$ cat src/rtl/mem_access_unit.sv
// Data-memory access stage: runs one load or store per request over a
// req/ack port, aligns store data into byte lanes, extracts and extends
// load data, stalls the pipeline while busy, and reports faults.
module mem_access_unit #(
  parameter int TIMEOUT_CYCLES = 16
) (
  input  logic        clk,
  input  logic        reset,
  input  logic        mem_read,
  input  logic        mem_write,
  input  logic [2:0]  funct3,
  input  logic [31:0] address,
  input  logic [31:0] store_data,
  output logic        busy,
  output logic [31:0] load_data,
  output logic        load_valid,
  output logic        fault,
  output logic [1:0]  fault_cause,
  output logic        dmem_req,
  output logic        dmem_we,
  output logic [31:0] dmem_addr,
  output logic [31:0] dmem_wdata,
  output logic [3:0]  dmem_be,
  input  logic        dmem_ack,
  input  logic [31:0] dmem_rdata
);

  // Counter only has to reach TIMEOUT_CYCLES-1 before the timeout fires.
  localparam int CW = (TIMEOUT_CYCLES < 2) ? 1 : $clog2(TIMEOUT_CYCLES);
  localparam logic [CW-1:0] CNT_LAST = CW'(TIMEOUT_CYCLES - 1);

  localparam logic [1:0] CAUSE_MISALIGN = 2'b01;
  localparam logic [1:0] CAUSE_TIMEOUT  = 2'b10;
  localparam logic [1:0] CAUSE_ILLEGAL  = 2'b11;

  typedef enum logic [1:0] {IDLE, ACCESS, RESP} state_t;

  state_t      state_q, state_d;
  logic [CW-1:0] cnt_q, cnt_d;
  logic [29:0] waddr_q, waddr_d;
  logic        we_q, we_d;
  logic [31:0] wdata_q, wdata_d;
  logic [3:0]  be_q, be_d;
  logic [2:0]  funct3_q, funct3_d;
  logic [1:0]  lane_q, lane_d;
  logic [31:0] load_data_q, load_data_d;
  logic        fault_q, fault_d;
  logic [1:0]  cause_q, cause_d;

  // Request decode for the instruction currently presented in IDLE.
  logic        req, illegal, misaligned, start;
  logic [31:0] fmt_wdata;
  logic [3:0]  fmt_be;
  logic [31:0] rshift, ext_data;

  // Decode legality/alignment and format store data into byte lanes.
  always_comb begin
    req        = mem_read | mem_write;
    illegal    = (funct3 == 3'b011) || (funct3 == 3'b110) || (funct3 == 3'b111) ||
                 (mem_write && funct3[2]);
    misaligned = !illegal &&
                 (((funct3[1:0] == 2'b01) && address[0]) ||
                  ((funct3 == 3'b010) && (address[1:0] != 2'b00)));
    start      = req && !illegal && !misaligned;
    fmt_wdata  = 32'h0;
    fmt_be     = 4'b1111;
    if (mem_write) begin
      case (funct3[1:0])
        2'b00: begin
          fmt_wdata = {4{store_data[7:0]}};
          fmt_be    = 4'b0001 << address[1:0];
        end
        2'b01: begin
          fmt_wdata = {2{store_data[15:0]}};
          fmt_be    = address[1] ? 4'b1100 : 4'b0011;
        end
        default: begin
          fmt_wdata = store_data;
          fmt_be    = 4'b1111;
        end
      endcase
    end
  end

  // Pick the addressed byte/half out of the returned word and extend it.
  always_comb begin
    rshift = dmem_rdata >> {lane_q, 3'b000};
    case (funct3_q)
      3'b000:  ext_data = {{24{rshift[7]}}, rshift[7:0]};
      3'b001:  ext_data = lane_q[1] ? {{16{dmem_rdata[31]}}, dmem_rdata[31:16]}
                                    : {{16{dmem_rdata[15]}}, dmem_rdata[15:0]};
      3'b100:  ext_data = {24'h0, rshift[7:0]};
      3'b101:  ext_data = lane_q[1] ? {16'h0, dmem_rdata[31:16]}
                                    : {16'h0, dmem_rdata[15:0]};
      default: ext_data = dmem_rdata;
    endcase
  end

  // State and datapath registers.
  always_ff @(posedge clk) begin
    if (reset) begin
      state_q     <= IDLE;
      cnt_q       <= '0;
      waddr_q     <= '0;
      we_q        <= 1'b0;
      wdata_q     <= '0;
      be_q        <= '0;
      funct3_q    <= '0;
      lane_q      <= '0;
      load_data_q <= '0;
      fault_q     <= 1'b0;
      cause_q     <= '0;
    end else begin
      state_q     <= state_d;
      cnt_q       <= cnt_d;
      waddr_q     <= waddr_d;
      we_q        <= we_d;
      wdata_q     <= wdata_d;
      be_q        <= be_d;
      funct3_q    <= funct3_d;
      lane_q      <= lane_d;
      load_data_q <= load_data_d;
      fault_q     <= fault_d;
      cause_q     <= cause_d;
    end
  end

  // Next-state logic: launch, wait for ack or timeout, then one RESP cycle.
  always_comb begin
    state_d     = state_q;
    cnt_d       = cnt_q;
    waddr_d     = waddr_q;
    we_d        = we_q;
    wdata_d     = wdata_q;
    be_d        = be_q;
    funct3_d    = funct3_q;
    lane_d      = lane_q;
    load_data_d = load_data_q;
    fault_d     = 1'b0;
    cause_d     = 2'b00;
    case (state_q)
      IDLE: begin
        cnt_d = '0;
        if (req && illegal) begin
          fault_d = 1'b1;
          cause_d = CAUSE_ILLEGAL;
        end else if (req && misaligned) begin
          fault_d = 1'b1;
          cause_d = CAUSE_MISALIGN;
        end else if (start) begin
          state_d  = ACCESS;
          waddr_d  = address[31:2];
          we_d     = mem_write;
          wdata_d  = fmt_wdata;
          be_d     = fmt_be;
          funct3_d = funct3;
          lane_d   = address[1:0];
        end
      end
      ACCESS: begin
        if (dmem_ack) begin
          // Ack beats a timeout landing in the same cycle.
          state_d = RESP;
          cnt_d   = '0;
          if (!we_q) load_data_d = ext_data;
        end else if (cnt_q == CNT_LAST) begin
          state_d = IDLE;
          cnt_d   = '0;
          fault_d = 1'b1;
          cause_d = CAUSE_TIMEOUT;
        end else begin
          cnt_d = cnt_q + 1'b1;
        end
      end
      RESP: begin
        // Inputs still show the serviced instruction; ignore them.
        state_d = IDLE;
        cnt_d   = '0;
      end
      default: state_d = IDLE;
    endcase
  end

  // Outputs: memory port is quiet outside ACCESS.
  always_comb begin
    busy        = (state_q == ACCESS) || ((state_q == IDLE) && start);
    dmem_req    = (state_q == ACCESS);
    dmem_we     = dmem_req & we_q;
    dmem_addr   = dmem_req ? {waddr_q, 2'b00} : 32'h0;
    dmem_wdata  = dmem_req ? wdata_q : 32'h0;
    dmem_be     = dmem_req ? be_q : 4'b0000;
    load_valid  = (state_q == RESP) && !we_q;
    load_data   = load_data_q;
    fault       = fault_q;
    fault_cause = cause_q;
  end

endmodule

$ cat config.mk
export PLATFORM = sky130hd
export DESIGN_NAME = mem_access_unit
export DESIGN_NICKNAME = d
export VERILOG_FILES = /design/src/rtl/mem_access_unit.sv
export SDC_FILE = /design/constraint.sdc
export NUM_CORES = 1
export LEC_CHECK = 0
export ABC_AREA = 1
export CORE_MARGIN = 1.5
export CORE_UTILIZATION = 46
export CTS_CLUSTER_SIZE = 14
export DETAILED_ROUTE_END_ITERATION = 8
export HOLD_SLACK_MARGIN = 0.1
export PLACE_DENSITY = 0.81
export SYNTH_ARGS = -nofsm -noshare
export SYNTH_HDL_FRONTEND = slang
export SYNTH_SLANG_ARGS = --single-unit
$ cat constraint.sdc
create_clock -name clk -period 1.99 [get_ports clk]
set_input_delay 0.4975 -clock clk [delete_from_list [all_inputs] [get_ports clk]]
set_output_delay 0.4975 -clock clk [all_outputs]
set_load 0.1 [all_outputs]
==> metrics.txt, run 1 <==
# TYPE chip_impl_metric gauge
chip_impl_info{name="rr_startpoint",value="state_q[0]$_SDFFE_PP0P_"} 1
chip_impl_info{name="synth_area_leaders",value="sky130_fd_sc_hd__dfxtp_1, sky130_fd_sc_hd__nand2_1, sky130_fd_sc_hd__inv_1, sky130_fd_sc_hd__nor2_1, sky130_fd_sc_hd__a21oi_1"} 1
chip_impl_metric{name="cts.hold.buffers_added",unit=""} 0
chip_impl_info{name="timing.critical_path.from",value="state_q[0]$_SDFFE_PP0P_"} 1
chip_impl_metric{name="grt_pass1_vias",unit=""} 6944
chip_impl_metric{name="grt_pass1_wl",unit="mm"} 34.18
chip_impl_metric{name="worstPathArrival",unit="ns"} 1.58
chip_impl_info{name="crit_type",value="reg -> out"} 1
chip_impl_metric{name="r2r.worst_path.cells",unit=""} 12
chip_impl_info{name="synth_largest_area_cell",value="sky130_fd_sc_hd__dfxtp_1"} 1
chip_impl_metric{name="required",unit="ns"} 1.49
chip_impl_metric{name="cts.reportedPaths.clkPinSlew",unit="ns"} 0.05
chip_impl_metric{name="synthArstFlopShare",unit=""} 0
chip_impl_metric{name="synth_seq_cells",unit=""} 113
chip_impl_metric{name="vias",unit=""} 7112
chip_impl_metric{name="clock_sinks",unit=""} 113
chip_impl_metric{name="detailedPlace.worstSlack",unit="ns"} -0.4210
chip_impl_metric{name="detailed_place_hpwl",unit="mm"} 14.70
chip_impl_metric{name="report.final.setup_viol",unit=""} 66
chip_impl_metric{name="final.setup_skew",unit="ns"} 0.004792
chip_impl_info{name="ys_top_cells_by_count",value="sky130_fd_sc_hd__nand2_1, sky130_fd_sc_hd__inv_1, sky130_fd_sc_hd__nor2_1"} 1
chip_impl_metric{name="std_cell_rows",unit=""} 41
chip_impl_info{name="cts_tree",value="done"} 1
chip_impl_metric{name="min_delay_path_depth",unit=""} 2
chip_impl_metric{name="syn-instance-count",unit=""} 987
chip_impl_metric{name="finalHoldViolCount",unit=""} 0
chip_impl_metric{name="totalWireLength",unit="mm"} 21.69
chip_impl_metric{name="final_global_route_overflow_total",unit=""} 0
chip_impl_metric{name="worstPathMaxFanout",unit=""} 9
chip_impl_metric{name="core",unit="µm²"} 12720
chip_impl_metric{name="grt_util_all_layers",unit=""} 0.3074
chip_impl_metric{name="post_route_cells_drive_above_1_share",unit=""} 0.2383
chip_impl_metric{name="antenna_found_initial",unit=""} 0
chip_impl_metric{name="layout_min_cycle_time",unit="ns"} 2.078
chip_impl_metric{name="power.density_cell_area",unit="nW/µm²"} 714.6
chip_impl_metric{name="cts_made_buffers",unit=""} 17
chip_impl_metric{name="start_util",unit=""} 0.4738
chip_impl_metric{name="route.detailed.drc",unit=""} 0
chip_impl_metric{name="regArea",unit="µm²"} 2265
chip_impl_metric{name="largest_buffer_count_on_any_clock_path",unit=""} 2
chip_impl_info{name="cp-end-kind",value="primary output"} 1
chip_impl_info{name="hold_start",value="reset"} 1
chip_impl_info{name="yosys_most_used_dff",value="sky130_fd_sc_hd__dfxtp_1"} 1
chip_impl_metric{name="syn-mean-instance-area",unit="µm²"} 6.108
chip_impl_metric{name="dr.pass1.iters",unit=""} 5
chip_impl_metric{name="area_fraction_of_the_dominant_cell_type_after_synthesis",unit=""} 0.3753
chip_impl_metric{name="die_area",unit="µm²"} 13800
chip_impl_info{name="critPathMostFrequentCell",value="sky130_fd_sc_hd__nor2_4"} 1
chip_impl_metric{name="peakVddDrop",unit="mV"} 0.5637
chip_impl_metric{name="gp_congestion",unit=""} 0.9431
chip_impl_info{name="hp-class",value="in -> reg"} 1
chip_impl_metric{name="dr.first_iter.drc_count",unit=""} 548
chip_impl_info{name="rsz0062_at_grt",value="true"} 1
chip_impl_metric{name="num_antenna_cells",unit=""} 0
chip_impl_metric{name="postRouteAntennaNets",unit=""} 0
chip_impl_metric{name="cts.htree.levels",unit=""} 4
chip_impl_info{name="clock-root-buffer",value="sky130_fd_sc_hd__clkbuf_16"} 1
chip_impl_metric{name="p_leak",unit="nW"} 4.414
chip_impl_metric{name="timing.critical_path.slowest_cell_delay",unit="ns"} 0.33
chip_impl_info{name="status",value="complete, but fails checks"} 1
chip_impl_metric{name="chipHeight",unit="µm"} 117.5
chip_impl_metric{name="seq_area_frac_synth",unit=""} 0.3753
chip_impl_info{name="cp_cell_sequence",value="inv_2 > nor2_4 > inv_8 > clkbuf_16 > nor2_4 > buf_12"} 1
chip_impl_metric{name="yosys_warnings",unit=""} 0
chip_impl_metric{name="portBuffers",unit=""} 208
chip_impl_metric{name="maxCapViolations",unit=""} 0
chip_impl_metric{name="design.portCount",unit=""} 211
chip_impl_metric{name="area_of_the_multi_input_gates",unit="µm²"} 3397
chip_impl_metric{name="post_synth_instance_area",unit="µm²"} 6028
chip_impl_metric{name="finalWorstSetupSlack",unit="ns"} -0.08767
chip_impl_metric{name="clock.fmax",unit="GHz"} 0.4813
chip_impl_metric{name="wire_per_inst",unit="µm"} 15.61
chip_impl_metric{name="synth-edff-count",unit=""} 0
chip_impl_metric{name="final_core_utilization",unit=""} 0.8312
chip_impl_info{name="start_kind",value="flop"} 1
chip_impl_metric{name="final.fill_count",unit=""} 797
chip_impl_info{name="violations_in_the_final_reports",value="negative setup slack"} 1
chip_impl_metric{name="slew_violations",unit=""} 0
chip_impl_metric{name="vias_per_cell",unit=""} 5.120
chip_impl_metric{name="relative_area_change_from_synthesis_to_final_layout",unit="%"} 75.42
chip_impl_info{name="yosysMostFrequentCell",value="sky130_fd_sc_hd__nand2_1"} 1
chip_impl_metric{name="die_x",unit="µm"} 117.5
chip_impl_metric{name="number_of_distinct_standard_cells_referenced_by_the_synthesized_netlist",unit=""} 31
chip_impl_info{name="cpMaxStageDelayCell",value="sky130_fd_sc_hd__dfxtp_2"} 1
chip_impl_metric{name="clock_latency_at_the_later_pin_of_the_worst_skew_pair",unit="ns"} 0.42
chip_impl_metric{name="grt_max_degree",unit=""} 52
chip_impl_metric{name="final.period_utilization",unit=""} 1.044
chip_impl_metric{name="final_net_count",unit=""} 1310
cells in the final DEF, fill, tap and decap left out, types with 2 or more instances in the layout:
cell / Yosys / final
sky130_fd_sc_hd__a211oi_1: 8 / 8
sky130_fd_sc_hd__o21a_1: 2 / 2
sky130_fd_sc_hd__buf_12: 0 / 101
sky130_fd_sc_hd__a21oi_2: 10 / 10
sky130_fd_sc_hd__dfxtp_2: 0 / 2
sky130_fd_sc_hd__nor2_1: 158 / 90
sky130_fd_sc_hd__dlygate4sd2_1: 0 / 4
sky130_fd_sc_hd__a21oi_1: 84 / 84
sky130_fd_sc_hd__nand2_1: 271 / 269
sky130_fd_sc_hd__o21ai_0: 64 / 64
sky130_fd_sc_hd__nor2_4: 1 / 70
sky130_fd_sc_hd__inv_2: 4 / 5
sky130_fd_sc_hd__buf_16: 0 / 3
sky130_fd_sc_hd__nor2_2: 4 / 3
sky130_fd_sc_hd__nor3_1: 12 / 11
sky130_fd_sc_hd__clkdlybuf4s50_1: 0 / 95
sky130_fd_sc_hd__clkinv_2: 1 / 6
sky130_fd_sc_hd__nand3_1: 14 / 14
sky130_fd_sc_hd__clkbuf_8: 0 / 4
sky130_fd_sc_hd__buf_4: 8 / 45
sky130_fd_sc_hd__dfxtp_1: 113 / 111
sky130_fd_sc_hd__clkbuf_1: 24 / 4
sky130_fd_sc_hd__conb_1: 1 / 2
sky130_fd_sc_hd__clkbuf_16: 0 / 19
sky130_fd_sc_hd__nand2_2: 12 / 13
sky130_fd_sc_hd__nand4_1: 7 / 7
sky130_fd_sc_hd__inv_1: 158 / 157
state kept, by name, indices dropped and copies added, names as in the netlist:
name / count
be_q: 4
cnt_q: 4
fault: 1
fault_cause: 2
funct3_q: 3
lane_q: 2
load_data: 32
state_q: 2
waddr_q: 30
wdata_q: 32
we_q: 1
cells by family after synthesis:
| family | after synthesis | synth area share |
|---|---|---|
| flops | 113 | 0.3753 |
| other cells | 1 | 0.0006221 |
| simple gates | 481 | 0.3171 |
| xor+xnor | 1 | 0.001453 |
| buf+inv | 221 | 0.1526 |
| compound gates | 169 | 0.1509 |
| fa+ha+maj | 1 | 0.002075 |
where the power goes:
part / switching (mW) / internal, mW / leakage, nW / total [mW]
combinational: 1.40 / 0.791 / 3.22 / 2.19
clock: 1.03 / 1.83 / 0.277 / 2.86
sequential: 0.0991 / 2.41 / 0.922 / 2.51
total: 2.53 / 5.02 / 4.41 / 7.56
per-layer routing:
| metal | track usage | vias up | routed length (µm) |
|---|---|---|---|
| li1 | - | 3434 | - |
| met5 | 0 | - | 0 |
| met1 | 0.3541 | 3299 | 8398 |
| met2 | 0.5471 | 312 | 11120 |
| met4 | 0.1288 | 0 | 739 |
| met3 | 0.07122 | 67 | 1429 |
final timing paths:
path                                endpoint  slack, ns
setup / recovery               dmem_addr[22]      -0.09
hold / removal       waddr_q[1]$_SDFFE_PP0P_       0.40
setup reg to reg  load_data[14]$_SDFFE_PP0P_       0.25
hold reg to reg      wdata_q[3]$_SDFFE_PP0P_       0.47
per-stage QoR:
stage	hold slack [ns]	power, mW	instance area [µm²]	std cells	TNS [ns]
floorplan	0.4436	3.876	6631	988	-28.60
global placement	0.4511	4.590	9882	1349	-18.20
detailed placement	0.4580	4.634	9882	1349	-23.93
CTS	0.3935	7.509	10490	1386	-3.941
global route	0.4206	7.799	10580	1389	-6.303
finish	0.4007	7.557	10580	1389	-3.484
critical path: cells and delay by family (launching register included):
family	cells	cell delay, ns
buffers and inverters	4	0.54
flip-flops	1	0.33
AND/OR/NAND/NOR	2	0.28
repair_timing:
action | 4_1_cts | 5_1_grt
resized for setup | 11 | 9
pin swaps | 2 | 5
buffers inserted | 6 | 1
gates cloned | 0 | 2
endpoints found under the setup margin | 74 | 68
final cells by class:
class / count / share of cell area
Clock buffer: 25 / 0.04685
Clock inverter: 6 / 0.005206
Inverter: 165 / 0.05963
Multi-Input combinational cell: 654 / 0.3212
Sequential cell: 113 / 0.2142
Tap cell: 172 / 0.02035
Timing Repair Buffer: 254 / 0.3326
(Power assumes the default switching activity.)
==> inputs of run 2 (changes only) <==
ABC_AREA = not set   (was 1)
CORE_UTILIZATION = 44   (was 46)
==> run 2 against run 1 <==
The run still ends with negative setup slack left. Core utilization fell by 2.4 points. Via count fell by 20%. Register-to-register slack got worse by 0.11 ns. Highest routed layer unchanged. Sequential share of layout area rose by 2.0 points. Area after synthesis fell by 11%. First-iteration DRC count fell by 28%.
==> metrics.txt, run 2 <==
# TYPE chip_impl_metric gauge
chip_impl_info{name="synth_area_leaders",value="sky130_fd_sc_hd__dfxtp_1, sky130_fd_sc_hd__and2_1, sky130_fd_sc_hd__nand2_1, sky130_fd_sc_hd__mux2i_1, sky130_fd_sc_hd__nor2_1"} 1
chip_impl_metric{name="portBuffers",unit=""} 208
chip_impl_metric{name="number_of_distinct_standard_cells_referenced_by_the_synthesized_netlist",unit=""} 47
chip_impl_info{name="mostFrequentLayoutCell",value="sky130_fd_sc_hd__dfxtp_1"} 1
chip_impl_metric{name="worstMarginPinSlew",unit="ns"} 0.5580
chip_impl_metric{name="syn-mean-instance-area",unit="µm²"} 8.591
chip_impl_metric{name="clock.fmax",unit="GHz"} 0.4873
chip_impl_info{name="yosysMostFrequentCell",value="sky130_fd_sc_hd__dfxtp_1"} 1
chip_impl_info{name="cp-end-kind",value="primary output"} 1
chip_impl_metric{name="maxCapViolations",unit=""} 0
chip_impl_metric{name="report.final.setup_viol",unit=""} 39
chip_impl_metric{name="synth_seq_cells",unit=""} 113
chip_impl_info{name="ys_top_cells_by_count",value="sky130_fd_sc_hd__dfxtp_1, sky130_fd_sc_hd__nand2_1, sky130_fd_sc_hd__and2_1"} 1
chip_impl_metric{name="start_util",unit=""} 0.4510
chip_impl_metric{name="finalHoldViolCount",unit=""} 0
chip_impl_metric{name="layout_min_cycle_time",unit="ns"} 2.052
chip_impl_metric{name="die_x",unit="µm"} 113.7
chip_impl_metric{name="slew_violations",unit=""} 0
chip_impl_info{name="hp-class",value="reg -> reg"} 1
chip_impl_metric{name="synthArstFlopShare",unit=""} 0
chip_impl_metric{name="chipHeight",unit="µm"} 113.7
chip_impl_metric{name="grt_max_degree",unit=""} 39
chip_impl_metric{name="regArea",unit="µm²"} 2263
chip_impl_info{name="clock-root-buffer",value="sky130_fd_sc_hd__clkbuf_16"} 1
chip_impl_info{name="yosys_most_used_dff",value="sky130_fd_sc_hd__dfxtp_1"} 1
chip_impl_metric{name="final.fill_count",unit=""} 695
chip_impl_info{name="rsz0062_at_grt",value="true"} 1
chip_impl_metric{name="area_fraction_of_the_dominant_cell_type_after_synthesis",unit=""} 0.4193
chip_impl_metric{name="num_antenna_cells",unit=""} 0
chip_impl_metric{name="relative_area_change_from_synthesis_to_final_layout",unit="%"} 79.04
chip_impl_metric{name="synth-edff-count",unit=""} 0
chip_impl_metric{name="yosys_warnings",unit=""} 0
chip_impl_metric{name="seq_area_frac_synth",unit=""} 0.4193
chip_impl_metric{name="std_cell_rows",unit=""} 40
chip_impl_metric{name="dr.pass1.iters",unit=""} 5
chip_impl_metric{name="syn-instance-count",unit=""} 628
chip_impl_metric{name="wire_per_inst",unit="µm"} 19.50
chip_impl_metric{name="final_core_utilization",unit=""} 0.8075
chip_impl_metric{name="final.setup_skew",unit="ns"} 0.008523
chip_impl_metric{name="gp_congestion",unit=""} 0.9495
chip_impl_metric{name="clock_latency_at_the_later_pin_of_the_worst_skew_pair",unit="ns"} 0.42
chip_impl_info{name="layout_common_cells",value="sky130_fd_sc_hd__dfxtp_1, sky130_fd_sc_hd__nand2_1, sky130_fd_sc_hd__buf_12"} 1
chip_impl_metric{name="totalWireLength",unit="mm"} 19.85
chip_impl_metric{name="grt_util_all_layers",unit=""} 0.3021
chip_impl_info{name="cts_tree",value="done"} 1
chip_impl_info{name="start_kind",value="flop"} 1
chip_impl_metric{name="post_route_cells_drive_above_1_share",unit=""} 0.3467
chip_impl_metric{name="grt_pass1_vias",unit=""} 5918
chip_impl_metric{name="finish.cell_count_without_fillers",unit=""} 1018
chip_impl_metric{name="final_global_route_overflow_total",unit=""} 0
chip_impl_metric{name="vias",unit=""} 5691
chip_impl_metric{name="cts_made_buffers",unit=""} 17
chip_impl_metric{name="p_leak",unit="nW"} 3.766
chip_impl_metric{name="required",unit="ns"} 1.49
chip_impl_metric{name="area_of_the_multi_input_gates",unit="µm²"} 3080
chip_impl_metric{name="placedCellCount",unit=""} 976
chip_impl_metric{name="dr.first_iter.drc_count",unit=""} 392
chip_impl_metric{name="postRouteAntennaNets",unit=""} 0
chip_impl_info{name="cpMaxStageDelayCell",value="sky130_fd_sc_hd__dfxtp_2"} 1
chip_impl_metric{name="grt_pass1_wl",unit="mm"} 30.07
chip_impl_metric{name="timing.critical_path.slowest_cell_delay",unit="ns"} 0.33
chip_impl_metric{name="largest_buffer_count_on_any_clock_path",unit=""} 2
chip_impl_metric{name="die_area",unit="µm²"} 12930
chip_impl_metric{name="vias_per_cell",unit=""} 5.590
chip_impl_metric{name="final.period_utilization",unit=""} 1.031
chip_impl_metric{name="antenna_found_initial",unit=""} 0
chip_impl_info{name="synth_largest_area_cell",value="sky130_fd_sc_hd__dfxtp_1"} 1
chip_impl_metric{name="slew-limit-headroom",unit=""} 0.6255
chip_impl_metric{name="clock_sinks",unit=""} 113
chip_impl_metric{name="peakVddDrop",unit="mV"} 0.4873
chip_impl_metric{name="design.portCount",unit=""} 211
chip_impl_info{name="crit_type",value="reg -> out"} 1
chip_impl_metric{name="cts.htree.levels",unit=""} 4
chip_impl_metric{name="core",unit="µm²"} 11960
chip_impl_metric{name="worstPathArrival",unit="ns"} 1.55
chip_impl_metric{name="route.detailed.drc",unit=""} 0
chip_impl_metric{name="detailed_place_hpwl",unit="mm"} 13.53
chip_impl_info{name="cp_cell_sequence",value="nand2b_4 > clkinv_8 > buf_12 > and2_2 > buf_12"} 1
chip_impl_metric{name="finalWorstSetupSlack",unit="ns"} -0.06210
chip_impl_metric{name="worstPathMaxFanout",unit=""} 26
chip_impl_info{name="critPathMostFrequentCell",value="sky130_fd_sc_hd__buf_12"} 1
chip_impl_metric{name="final_net_count",unit=""} 963
chip_impl_metric{name="power.density_cell_area",unit="nW/µm²"} 734.5
chip_impl_info{name="status",value="complete, but fails checks"} 1
chip_impl_metric{name="cts.reportedPaths.clkPinSlew",unit="ns"} 0.06
chip_impl_info{name="violations_in_the_final_reports",value="negative setup slack"} 1
chip_impl_metric{name="post_synth_instance_area",unit="µm²"} 5395
## run 2: repair_timing
| action | 4_1_cts | 5_1_grt |
|---|---|---|
| pin swaps | 24 | 15 |
| endpoints found under the hold margin | 0 | 0 |
| gates cloned | 2 | 0 |
| resized for setup | 36 | 19 |
| setup endpoints to repair | 68 | 68 |
| buffers inserted | 5 | 3 |
| hold buffers | 0 | 0 |
## run 2: worst paths after layout
check	start	endpoint	slack (ns)	depth (start not counted)
max	state_q[1]$_SDFFE_PP0P_	dmem_wdata[2]	-0.06	5
min reg2reg	waddr_q[5]$_SDFFE_PP0P_	waddr_q[5]$_SDFFE_PP0P_	0.46	2
min	waddr_q[5]$_SDFFE_PP0P_	waddr_q[5]$_SDFFE_PP0P_	0.46	2
max reg2reg	state_q[0]$_SDFFE_PP0P_	cnt_q[0]$_SDFFE_PP0P_	0.14	7
## run 2: critical path, delay by kind of cell (launching register included)
kind | cells | cell delay [ns]
flip-flops | 1 | 0.33
buffers and inverters | 3 | 0.42
AND/OR/NAND/NOR | 2 | 0.38
## run 2: cell type report
class	instances	share of cell area
Clock buffer	21	0.04974
Clock inverter	11	0.01140
Inverter	4	0.002850
Multi-Input combinational cell	459	0.3189
Sequential cell	113	0.2343
Tap cell	147	0.01904
Timing Repair Buffer	263	0.3637
## run 2: power by group
group / internal [mW] / total [mW] / switching (mW)
combinational: 0.667 / 1.59 / 0.927
clock: 1.96 / 3.03 / 1.07
sequential: 2.38 / 2.47 / 0.0883
total: 5.00 / 7.09 / 2.09
## run 2: cell families after synthesis
family          after synthesis  share of synthesized area
compound gates              144                     0.2122
fa+ha+maj                     1                   0.002319
buf+inv                      57                    0.04916
flops                       113                     0.4193
mux                          35                    0.06702
other cells                   1                  0.0006951
simple gates                277                     0.2493
## run 2: per-layer routing
| layer | GRT usage | wire (µm) | vias to the layer above |
|---|---|---|---|
| li1 | - | - | 2656 |
| met1 | 0.3277 | 7493 | 2697 |
| met2 | 0.5233 | 10070 | 277 |
| met3 | 0.08608 | 1436 | 61 |
| met4 | 0.1825 | 852 | 0 |
| met5 | 0 | 0 | - |
## run 2: through the flow
| stage | setup TNS [ns] | hold slack, ns | power (mW) | setup WS (ns) | instance area [µm²] |
|---|---|---|---|---|---|
| floorplan | -0.1954 | 0.4317 | 3.374 | -0.1954 | 5584 |
| global placement | -17.30 | 0.4370 | 3.981 | -0.3110 | 8897 |
| detailed placement | -24.11 | 0.4438 | 4.024 | -0.3890 | 8897 |
| CTS | -2.111 | 0.4507 | 7.097 | -0.05837 | 9620 |
| global route | -4.191 | 0.4667 | 7.297 | -0.1140 | 9659 |
| finish | -1.070 | 0.4553 | 7.094 | -0.06210 | 9659 |
==> patch: new RTL, settings of run 1 <==
`TIMEOUT_CYCLES`: 16 -> 8.
--- a/src/rtl/mem_access_unit.sv
+++ b/src/rtl/mem_access_unit.sv
@@ -2,7 +2,7 @@
 // req/ack port, aligns store data into byte lanes, extracts and extends
 // load data, stalls the pipeline while busy, and reports faults.
 module mem_access_unit #(
-  parameter int TIMEOUT_CYCLES = 16
+  parameter int TIMEOUT_CYCLES = 8
 ) (
   input  logic        clk,
   input  logic        reset,
Function: same outputs for any inputs over 4 cycles, from zero or initial values and one cycle with reset high; that may be too few to reach the edited logic, so the function may still have changed.
==> patch against run 1 <==
  * Clock power is 29% lower
  * Largest cell class unchanged
  * Critical endpoint is now dmem_be[1]
  * Utilization is 4.2 points lower
  * Non-clock buffer count is 3 lower
  * Largest power group is now registers
  * Routed wire length is 8.6% lower
  * Critical path depth is 1 lower
  * Power is 13% lower
  * Synthesized area is 1.2% higher
  * Via count is 1.9% lower
  * Sequential cell count is 1 lower
  * Final area is 4.7% lower
  * Setup slack better by 0.12 ns
==> patch: results (changes against run 1) <==
| Metric | Value |
|---|---|
| Status | finished clean (was finished with violations) |
| PostCTS Resize Cnt | 18 (was 11) |
| Total GRT Usage | 28.2% (was 30.7%) |
| Vias in the first global route | 6502 (was 6944) |
| DR iter-0 viols | 488 (was 548) |
| Maximum vdd drop | 0.408 mV (was 0.564 mV) |
| Area share of fa/ha/maj cells after synthesis | 0.410% (was 0.208%) |
| Crit Reg-Reg Endpoint | wdata_q[13] (was load_data[14]) |
| TritonCTS Buffers | 9 (was 17) |
| Post-CTS Setup Bufs | 5 (was 6) |
| Gpl congestion | 0.942 (was 0.943) |
| Leak Pwr | 0.00434 uW (was 0.00441 uW) |
| Clk Latency, worst-skew pair | 0.36 ns (was 0.42 ns) |
| Worst hold start | wdata_q[7] (was reset) |
| FF-to-FF setup slack | 0.43 ns (was 0.25 ns) |
| Power Combinational | 2070 uW (was 2190 uW) |
| Commonest cells in the netlist | nand2_1 (288), nor2_1 (162), inv_1 (154), dfxtp_1 (112), a21oi_1 (89) (was nand2_1 (271), inv_1 (158), nor2_1 (158), dfxtp_1 (113), a21oi_1 (84)) |
| DRT Wirelength | 19.8 mm (was 21.7 mm) |
| Critical Path Sink | dmem_be[1] (was dmem_addr[22]) |
| Synth cell types | 27 (was 31) |
| DR vias | 6975 (was 7112) |
| Seq/Total Area, Yosys | 36.8% (was 37.5%) |
| Setup WS pre-CTS | -0.269 ns (was -0.421 ns) |
| First-pass GRT wire length | 31.8 mm (was 34.2 mm) |
| Hpwl dp | 14.4 mm (was 14.7 mm) |
| Worst EP arrival | 1.46 ns (was 1.58 ns) |
| Xor-xnor portion of the synthesized cell area | 0% (was 0.145%) |
| Worst-path fanout max | 6 (was 9) |
| # H-tree levels | 3 (was 4) |
[patch: layout make-up]
cell class | instances | area, sq um
timing repair buffer | 251 | 3440
multi-input combinational | 671 | 3230
fill | 872 | 2700
sequential | 112 | 2250
inverter | 161 | 612
clock buffer | 10 | 239
tap | 172 | 215
clock inverter | 6 | 91.3
[patch: per-stage QoR]
stage / utilization [%] / area [sq um] / cells / hold slack (ns)
after floorplan: - / 6350 / 1002 / 0.439
after global placement: 75.2 / 9600 / 1359 / 0.450
after detailed placement: 75.2 / 9600 / 1359 / 0.453
after CTS: 78.7 / 10000 / 1382 / 0.465
after global routing: 78.9 / 10100 / 1383 / 0.481
final: 78.9 / 10100 / 1383 / 0.468
[patch: routing by layer]
layer | up-vias | wire length [microns] | GRT usage [%] | share of wire, %
met5 | - | 0 | 0 | 0
li1 | 3455 | - | - | -
met1 | 3171 | 8110 | 34.8 | 41
met2 | 297 | 9780 | 48.1 | 49
met3 | 52 | 1220 | 4.39 | 6.1
met4 | 0 | 721 | 13.1 | 3.6
